===== src/rtl/addsub_pkg.sv =====
// rtl/addsub_pkg.sv - shared constants and overflow helper for the add/sub arbiter
package addsub_pkg;
   localparam int   ADDSUB_W = 8;
   localparam logic MODE_ADD = 1'b0;
   localparam logic MODE_SUB = 1'b1;
   localparam logic ID_REQ0  = 1'b0;
   localparam logic ID_REQ1  = 1'b1;

   // Subtract flips the sign test on B because the datapath adds ~B.
   function automatic logic ovf_calc(input logic mode, input logic a7,
                                     input logic b7, input logic s7);
      logic same_sign;
      same_sign = (mode == MODE_ADD) ? (a7 == b7) : (a7 != b7);
      return same_sign & (s7 != a7);
   endfunction
endpackage


===== src/rtl/full_add_sub_8bit.sv =====
// rtl/full_add_sub_8bit.sv - 8-bit ripple adder/subtractor, mode=1 computes A-B
import addsub_pkg::*;

module full_add_sub_8bit (
   input  logic [ADDSUB_W-1:0] A,
   input  logic [ADDSUB_W-1:0] B,
   input  logic                mode,
   output logic                cout,
   output logic [ADDSUB_W-1:0] sum
);
   logic [ADDSUB_W-1:0] b_eff;
   logic [ADDSUB_W:0]   carry;

   always_comb begin
      b_eff    = (mode == MODE_SUB) ? ~B : B;
      carry    = '0;
      sum      = '0;
      carry[0] = mode;
      for (int i = 0; i < ADDSUB_W; i++) begin
         sum[i]     = A[i] ^ b_eff[i] ^ carry[i];
         carry[i+1] = (A[i] & b_eff[i]) | (carry[i] & (A[i] ^ b_eff[i]));
      end
      cout = carry[ADDSUB_W];
   end
endmodule


===== src/rtl/rr_arb2.sv =====
// rtl/rr_arb2.sv - two-way round-robin grant with priority pointer
module rr_arb2 #(
   parameter bit RR_EN = 1'b1
) (
   input  logic       clk,
   input  logic       rst_n,
   input  logic [1:0] req,
   input  logic       advance,
   output logic [1:0] gnt
);
   logic ptr_q, ptr_d;

   always_comb begin
      gnt   = 2'b00;
      ptr_d = ptr_q;
      case (req)
         2'b01:   gnt = 2'b01;
         2'b10:   gnt = 2'b10;
         2'b11:   gnt = ptr_q ? 2'b10 : 2'b01;
         default: gnt = 2'b00;
      endcase
      // After a grant the other requester gets priority.
      if (advance && RR_EN) ptr_d = gnt[0];
   end

   always_ff @(posedge clk) begin
      if (!rst_n) ptr_q <= 1'b0;
      else        ptr_q <= ptr_d;
   end
endmodule


===== src/rtl/addsub_share_arb.sv =====
// rtl/addsub_share_arb.sv - two requesters share one add/sub datapath via round-robin
import addsub_pkg::*;

module addsub_share_arb #(
   parameter int WIDTH = 8,
   parameter bit RR_EN = 1'b1,
   parameter int CNT_W = 8
) (
   input  logic             clk,
   input  logic             rst_n,
   input  logic             req0_valid,
   output logic             req0_ready,
   input  logic [WIDTH-1:0] req0_a,
   input  logic [WIDTH-1:0] req0_b,
   input  logic             req0_mode,
   input  logic             req1_valid,
   output logic             req1_ready,
   input  logic [WIDTH-1:0] req1_a,
   input  logic [WIDTH-1:0] req1_b,
   input  logic             req1_mode,
   output logic             resp_valid,
   input  logic             resp_ready,
   output logic             resp_id,
   output logic [WIDTH-1:0] resp_sum,
   output logic             resp_cout,
   output logic             resp_ovf,
   output logic [CNT_W-1:0] gnt_cnt0,
   output logic [CNT_W-1:0] gnt_cnt1
);
   logic [1:0]       gnt;
   logic             can_accept, fire0, fire1, fire;
   logic [WIDTH-1:0] op_a, op_b, add_sum;
   logic             op_mode, add_cout, add_ovf;

   logic             resp_valid_q, resp_valid_d;
   logic             resp_id_q, resp_id_d;
   logic [WIDTH-1:0] resp_sum_q, resp_sum_d;
   logic             resp_cout_q, resp_cout_d;
   logic             resp_ovf_q, resp_ovf_d;
   logic [CNT_W-1:0] cnt0_q, cnt0_d, cnt1_q, cnt1_d;

   rr_arb2 #(.RR_EN(RR_EN)) u_arb (
      .clk     (clk),
      .rst_n   (rst_n),
      .req     ({req1_valid, req0_valid}),
      .advance (fire),
      .gnt     (gnt)
   );

   // Draining and refilling in one cycle keeps the buffer at full throughput.
   assign can_accept = rst_n & (~resp_valid_q | resp_ready);
   assign req0_ready = can_accept & gnt[0];
   assign req1_ready = can_accept & gnt[1];
   assign fire0      = req0_valid & req0_ready;
   assign fire1      = req1_valid & req1_ready;
   assign fire       = fire0 | fire1;

   assign op_a    = gnt[1] ? req1_a    : req0_a;
   assign op_b    = gnt[1] ? req1_b    : req0_b;
   assign op_mode = gnt[1] ? req1_mode : req0_mode;

   full_add_sub_8bit u_addsub (
      .A    (op_a),
      .B    (op_b),
      .mode (op_mode),
      .cout (add_cout),
      .sum  (add_sum)
   );

   assign add_ovf = ovf_calc(op_mode, op_a[WIDTH-1], op_b[WIDTH-1], add_sum[WIDTH-1]);

   always_comb begin
      resp_valid_d = resp_valid_q;
      resp_id_d    = resp_id_q;
      resp_sum_d   = resp_sum_q;
      resp_cout_d  = resp_cout_q;
      resp_ovf_d   = resp_ovf_q;
      cnt0_d       = cnt0_q;
      cnt1_d       = cnt1_q;
      if (fire) begin
         resp_valid_d = 1'b1;
         resp_id_d    = fire1 ? ID_REQ1 : ID_REQ0;
         resp_sum_d   = add_sum;
         resp_cout_d  = add_cout;
         resp_ovf_d   = add_ovf;
      end else if (resp_ready) begin
         resp_valid_d = 1'b0;
      end
      if (fire0 && cnt0_q != '1) cnt0_d = cnt0_q + CNT_W'(1);
      if (fire1 && cnt1_q != '1) cnt1_d = cnt1_q + CNT_W'(1);
   end

   always_ff @(posedge clk) begin
      if (!rst_n) begin
         resp_valid_q <= 1'b0;
         resp_id_q    <= 1'b0;
         resp_sum_q   <= '0;
         resp_cout_q  <= 1'b0;
         resp_ovf_q   <= 1'b0;
         cnt0_q       <= '0;
         cnt1_q       <= '0;
      end else begin
         resp_valid_q <= resp_valid_d;
         resp_id_q    <= resp_id_d;
         resp_sum_q   <= resp_sum_d;
         resp_cout_q  <= resp_cout_d;
         resp_ovf_q   <= resp_ovf_d;
         cnt0_q       <= cnt0_d;
         cnt1_q       <= cnt1_d;
      end
   end

   assign resp_valid = resp_valid_q;
   assign resp_id    = resp_id_q;
   assign resp_sum   = resp_sum_q;
   assign resp_cout  = resp_cout_q;
   assign resp_ovf   = resp_ovf_q;
   assign gnt_cnt0   = cnt0_q;
   assign gnt_cnt1   = cnt1_q;
endmodule

===== config.mk =====
export PLATFORM = sky130hd
export DESIGN_NAME = addsub_share_arb
export DESIGN_NICKNAME = d
export VERILOG_FILES = /design/src/rtl/addsub_pkg.sv /design/src/rtl/full_add_sub_8bit.sv /design/src/rtl/rr_arb2.sv /design/src/rtl/addsub_share_arb.sv
export SDC_FILE = /design/constraint.sdc
export NUM_CORES = 1
export LEC_CHECK = 0
export ABC_AREA = 1
export CAP_MARGIN = 10
export CORE_ASPECT_RATIO = 1.25
export CORE_MARGIN = 1
export CORE_UTILIZATION = 48
export CTS_BUF_LIST = sky130_fd_sc_hd__clkbuf_8 sky130_fd_sc_hd__clkbuf_16
export CTS_CLUSTER_DIAMETER = 30
export DETAILED_ROUTE_END_ITERATION = 10
export PLACE_DENSITY_LB_ADDON = 0.3
export SLEW_MARGIN = 5
export SYNTH_ARGS = -nofsm -noshare
export SYNTH_HDL_FRONTEND = slang
export SYNTH_SLANG_ARGS = --single-unit

===== constraint.sdc =====
create_clock -name clk -period 6.8 [get_ports clk]
set_input_delay 0.68 -clock clk [delete_from_list [all_inputs] [get_ports clk]]
set_output_delay 0.68 -clock clk [all_outputs]
set_load 0.03 [all_outputs]

==> impl_results.md, run 1 <==
- Status: finished, violations left
- Violated checks: design-rule violations
- Clk Latency, worst-skew pair: 0.28 ns
- Clock root buffer: clkbuf_8
- # nets final: 368
- I/O pin count: 69
- Pwr Density: 203 mW/mm^2
- Setup TNS: 0 ns
- Clk_skew: 0.00507 ns
- Initial DRC Count: slightly below 100
- Largest net degree at the start of global routing: 22
- Core Footprint: around 0.0036 mm^2
- Top FF cell, synth: dfxtp_1
- Rows: 24
- Crit-path max FO: 21
- Top cell type's share of synthesized area: a little under a third
- Max-Cap Viols: 0
- Startpoint types: primary input
- ANT cells: 0
- Post-synthesis sequential area ratio: 31.7%
- Final core occ: around 73%
- Slew margin rel.: between 50% and 60%
- GR Util All Layers: about 22%
- Detailed Routing Iterations Pass 1: 8
- Seq cells post-synth: 29
- Share of layout cells above drive strength 1: 7.48%
- RSZ-0062 raised after global routing: false
- Detailed-route via count: 1822
- First-pass GRT wire length: around 7.0 mm
- CP Capture Type: flop
- Synth warnings: 0
- Yosys top cell by area: dfxtp_1
- Fill count: approximately 290
- Htree depth: 2
- # hold bufs at CTS: 0
- Final period utilization: between 70% and 80%
- Die X: 57.2 um
- Top cells by area, synth: dfxtp_1 (32%), nand2_1 (16%), fa_1 (7.7%)
- Max Freq: 0.201 GHz
- Initial core utilization: 51.2%
- TritonCTS clock tree: yes
- Routed WL per cell: 11.4 um
- Area Growth Syn to Fin: 42.9%
- Die area: 0.00407 mm^2
- Reg2reg path depth: 23
- Post-synth EDFFs: 0
- Mapped Nets: 299
- Hold Crit Depth: 2
- Post-DRT Antenna Nets: 0
- Num Clock Sinks: 29
- Die Y: between 70 and 80 um
- CP required: 6.98 ns
- Final Max Slew Viols: 0
- Final-report setup violation count: 0
- Area occupied by multi-input gates: 0.00110 mm^2
- Vias per cell: 5.06
- Worst EP arrival: around 5.2 ns
- Initial antenna violation count: 0
- Post-CTS Setup Bufs: 0
- CTS Buf Count: 5
- Yosys cell types: 28
- Least-Margin Pin Slew: 0.677 ns
- Worst setup path class: in -> reg
- Final Wtd Congestion: 0.817
- Post-synthesis instance total: 251
- Hold Crit Class: reg -> reg
- Clock tree buffer depth: 2
- Leakage Power: 1.12 nW
- Maximum vdd drop: around 88 uV
- FF+latch area: 581 um^2
- WL final: approximately 4.1 mm
- # port buffers: 68
- Mapped cell area: around 0.0018 mm^2
- Post-DP HPWL: 3.17 mm
- Drc violations: 4
- Clock Pin Slew Worst Setup and Hold Paths: around 0.060 ns
- Avg Synthesized Cell Area: 7.29 um^2
- Remaining Overflow, GRT: 0
- Fin. Hold Viols: 0
- Post-synth ARST share: 0%
- Fin crit period: ~5 ns
- Vias in the first global route: 1733
- Cts repair resizes: 0
## layout by cell type (no fill, tap or decap), types with 3 or more instances in the layout
cell / synthesis / final
clkdlybuf4s50_1: 0 / 68
nand2_1: 76 / 76
xor2_1: 10 / 10
xnor2_1: 5 / 5
inv_2: 4 / 4
fa_1: 7 / 7
nor2_1: 14 / 14
dfxtp_1: 29 / 29
nand3_1: 14 / 14
nor3_1: 3 / 3
a21oi_1: 23 / 23
mux2i_1: 6 / 6
clkbuf_8: 0 / 7
inv_1: 21 / 21
nand2_2: 6 / 6
o21ai_1: 3 / 3
o21ai_0: 11 / 11
## report_power, final
group,internal [mW],switching [mW]
combinational,0.0811,0.103
clock,0.0913,0.0629
sequential,0.183,0.00930
## metrics by stage
stage	worst slack (ns)	hold slack [ns]	cell area (um^2)	power (mW)	cells
2_1_floorplan	2.45	0.458	1830	0.313	251
3_3_place_gp	1.72	0.463	2510	0.374	352
3_5_place_dp	1.53	0.463	2510	0.380	352
4_1_cts	1.83	0.475	2620	0.534	360
5_1_grt	1.56	0.489	2620	0.565	360
6_report	1.82	0.472	2620	0.531	360
## worst max-delay path, cell delays in order
cell	delay, ns
clkdlybuf4s50_1	0.51
nand2_2	0.14
nand2_4	0.26
inv_4	0.09
nand2_1	0.07
nand2_1	0.07
nand3_1	0.09
o21ai_0	0.12
fa_1	0.39
fa_1	0.39
fa_1	0.40
fa_1	0.39
inv_1	0.09
fa_1	0.17
inv_1	0.05
fa_1	0.36
inv_1	0.07
fa_1	0.43
inv_1	0.09
nor2_1	0.05
nand2_1	0.06
nand3_1	0.06
nand2_1	0.06
inv_1	0.03
## layout make-up
cell class / instances / share of cell area, %
clock buffers: 7 / 3.68
inverters: 26 / 3.83
repair buffers: 68 / 26.0
multi-input cells: 190 / 42.2
clock inverters: 1 / 0.191
well taps: 39 / 1.87
flip-flops and latches: 29 / 22.2
## registers in the layout, indices dropped and copies added, names as in the netlist
signal	flops
gnt_cnt0	8
gnt_cnt1	8
resp_cout	1
resp_id	1
resp_ovf	1
resp_sum	8
resp_valid	1
u_arb.ptr_q	1
## per-layer routing
| layer | global-route usage (%) | part of all wire, % | wire length, um |
|---|---|---|---|
| met1 | 23.1 | 41 | 1660 |
| met2 | 41.0 | 54 | 2210 |
| met3 | 4.57 | 4.0 | 163 |
| met4 | 9.49 | 1.5 | 61 |
| met5 | 0 | 0 | 0 |
## cells by family after synthesis
logic type	synth area share, %
AO/OA/AOI/OAI	11.0
adder cells (fa/ha/maj)	9.02
buffers and inverters	8.00
flip-flops	31.7
AND/OR/NAND/NOR	29.8
multiplexers	3.28
XOR/XNOR	7.18
## synth_stat cells, types with 2 or more instances
| cell | n |
|---|---|
| a21oi_1 | 23 |
| buf_6 | 3 |
| dfxtp_1 | 29 |
| fa_1 | 7 |
| ha_1 | 2 |
| inv_1 | 21 |
| inv_2 | 4 |
| mux2i_1 | 6 |
| nand2_1 | 76 |
| nand2_2 | 6 |
| nand2_4 | 2 |
| nand3_1 | 14 |
| nand3b_1 | 2 |
| nand4_1 | 2 |
| nor2_1 | 14 |
| nor3_1 | 3 |
| o21ai_0 | 11 |
| o21ai_1 | 3 |
| xnor2_1 | 5 |
| xor2_1 | 10 |
## path summary, 6_finish.rpt
path	startpoint	to	slack, ns
setup / recovery	req1_valid	resp_ovf$_SDFFE_PN0P_	1.82
hold / removal	resp_id$_SDFFE_PN0P_	resp_id$_SDFFE_PN0P_	0.47
hold reg to reg	resp_id$_SDFFE_PN0P_	resp_id$_SDFFE_PN0P_	0.47
setup reg to reg	u_arb.ptr_q$_SDFFE_PN0P_	resp_ovf$_SDFFE_PN0P_	2.41
(Power assumes the default switching activity.)
==> inputs of run 2 (changes only) <==
CORE_UTILIZATION = 40   (was 48)
clock period = 4.45 ns   (was 6.8 ns; I/O delays follow)
==> impl_results.md, run 2 (synthesized netlist as in run 1, its figures left out) <==
- Most common cell after layout, fill and taps aside: nand2_1
- Worst EP arrival: between 4 and 5 ns
- TritonCTS clock tree: yes
- Fill count: 395
- Remaining Overflow, GRT: 0
- GR Util All Layers: 18.5%
- Crit. Startpoint: req0_valid
- Clock Pin Slew Worst Setup and Hold Paths: 0.06 ns
- Final period utilization: 94.6%
- Die X: around 63 um
- Fin crit period: 4.21 ns
- FF-to-FF setup slack: approximately 0.51 ns
- Initial antenna violation count: 0
- First-pass GRT wire length: 7.16 mm
- Reg-to-reg startpoint: u_arb.ptr_q$_SDFFE_PN0P_
- Hold Crit Depth: 2
- Setup TNS: 0 ns
- Initial core utilization: 41.7%
- Reg2reg path depth: 21
- Final-report setup violation count: 0
- Worst setup path class: in -> reg
- Startpoint types: primary input
- Hold Crit Endpoint: resp_sum[5]$_SDFFE_PN0P_
- Least-Margin Pin Slew: 0.423 ns
- ANT cells: 0
- Slew margin rel.: between 70% and 80%
- # hold bufs at CTS: 0
- Final Wtd Congestion: 0.841
- CP Capture Type: flop
- Initial DRC Count: 110
- Reg-to-reg endpoint: resp_ovf$_SDFFE_PN0P_
- Routed WL per cell: 11.0 um
- Share of layout cells above drive strength 1: 13.9%
- Clock tree buffer depth: 2
- Fin. Hold Viols: 0
- Placed insts: 384
- Reg power frac: 36.8%
- Crit-path max FO: 4
- Area Growth Syn to Fin: 51.7%
- Instance area at placement: 0.00264 mm^2
- Num Clock Sinks: 29
- Max-Cap Viols: 0
- Logic pwr share: between 30% and 40%
- Post-DRT Antenna Nets: 0
- Pwr Density: around 290 mW/mm^2
- Max Freq: about 0.24 GHz
- WL final: 4.34 mm
- Sw Ratio: approximately 34%
- Clk Latency, worst-skew pair: 0.28 ns
- Post-DP HPWL: 3.31 mm
- Drc violations: 0
- Hold Crit Class: reg -> reg
- Vias per cell: 4.75
- Final core occ: 63.2%
- Rows: 27
- Clk_skew: between 0.003 and 0.004 ns
- Status: complete, no violations
- Core Footprint: 0.00439 mm^2
- Clk network pwr share: between 20% and 30%
- Vias in the first global route: 1716
- # nets final: 385
- Leakage Power: around 1.2 nW
- Final instance area: about 0.0028 mm^2
- CP required: 4.68 ns
- Largest net degree at the start of global routing: 20
- FF+latch area: between 500 and 600 um^2
- Final Max Slew Viols: 0
- Detailed-route via count: 1881
- Clock root buffer: clkbuf_8
- Cell Count, Final, Fillers Out: around 400
- Hold path start: resp_sum[5]$_SDFFE_PN0P_
- I/O pin count: 69
- P_int: 526 uW
- Area occupied by multi-input gates: 0.00114 mm^2
- Die Y: ~78 um
- RSZ-0062 raised after global routing: false
- Most frequent cells in the layout: nand2_1 (74), clkdlybuf4s50_1 (67), dfxtp_1 (29)
- Detailed Routing Iterations Pass 1: 4
- CTS Buf Count: 5
- Maximum vdd drop: approximately 120 uV
- # port buffers: slightly below 70
- Htree depth: 2
- Psw: between 200 and 300 uW
- Die area: 0.00485 mm^2
[run 2: repair_timing]
item | 4_1_cts | 5_1_grt
setup buffers | 0 | 3
gates resized for setup | 0 | 13
endpoints found under the setup margin | 0 | 2
[run 2: metal layers]
layer  up-vias  wire length, um  global-route usage (%)
li1        976                -                       -
met1       840             1810                    20.5
met2        56             2260                    33.4
met3         9              162                    3.09
met4         0              113                    10.0
met5         -                0                       0
[run 2: final cells by class]
type	instances	share of cell area (%)
clock inverter	3	0.406
sequential	29	20.9
multi-input combinational	191	41.1
clock buffer	5	2.48
timing repair buffer	84	28.9
tap	58	2.61
inverter	26	3.61
[run 2: how the worst max path moves through the flow]
stage	endpoint	slack (ns)	cells after the start
floorplan	resp_ovf$_SDFFE_PN0P_	0.34	25
global placement	resp_ovf$_SDFFE_PN0P_	-0.17	24
detailed placement	resp_ovf$_SDFFE_PN0P_	-0.29	24
CTS	resp_ovf$_SDFFE_PN0P_	0.01	24
global route	resp_ovf$_SDFFE_PN0P_	0.02	24
finish	resp_ovf$_SDFFE_PN0P_	0.24	22
[run 2: worst max-delay path, stage by stage]
cell,delay (ns)
clkdlybuf4s50_1,0.49
inv_2,0.05
nand2_4,0.08
nand2_2,0.09
nand2_1,0.08
nand2_2,0.07
xor2_1,0.18
fa_2,0.36
fa_2,0.34
fa_2,0.35
fa_2,0.34
inv_1,0.07
fa_1,0.15
inv_1,0.06
fa_1,0.36
inv_1,0.08
fa_1,0.44
nor2_1,0.13
nand3_1,0.07
nand3_1,0.08
nand2_1,0.05
inv_1,0.05
[run 2: power by group through the flow]
stage	Combinational, mW	Sequential [mW]	Clock (mW)
5_1_grt	0.340	0.297	0.218
4_1_cts	0.294	0.295	0.204
3_3_place_gp	0.287	0.300	0
3_5_place_dp	0.293	0.300	0
6_report	0.306	0.295	0.202
2_1_floorplan	0.144	0.334	0
[run 2: per-stage QoR]
stage	hold WS (ns)	setup WS, ns	power, mW
after floorplan	0.458	0.338	0.478
after global placement	0.468	-0.166	0.588
after detailed placement	0.470	-0.291	0.594
after CTS	0.480	0.0107	0.793
after global routing	0.488	0.0182	0.856
final	0.476	0.239	0.802
==> inputs of run 3 (changes only) <==
HOLD_SLACK_MARGIN = 0.03   (was not set)
==> results of run 3 <==
The final DEF is identical to that of run 2; final timing and power are the same.
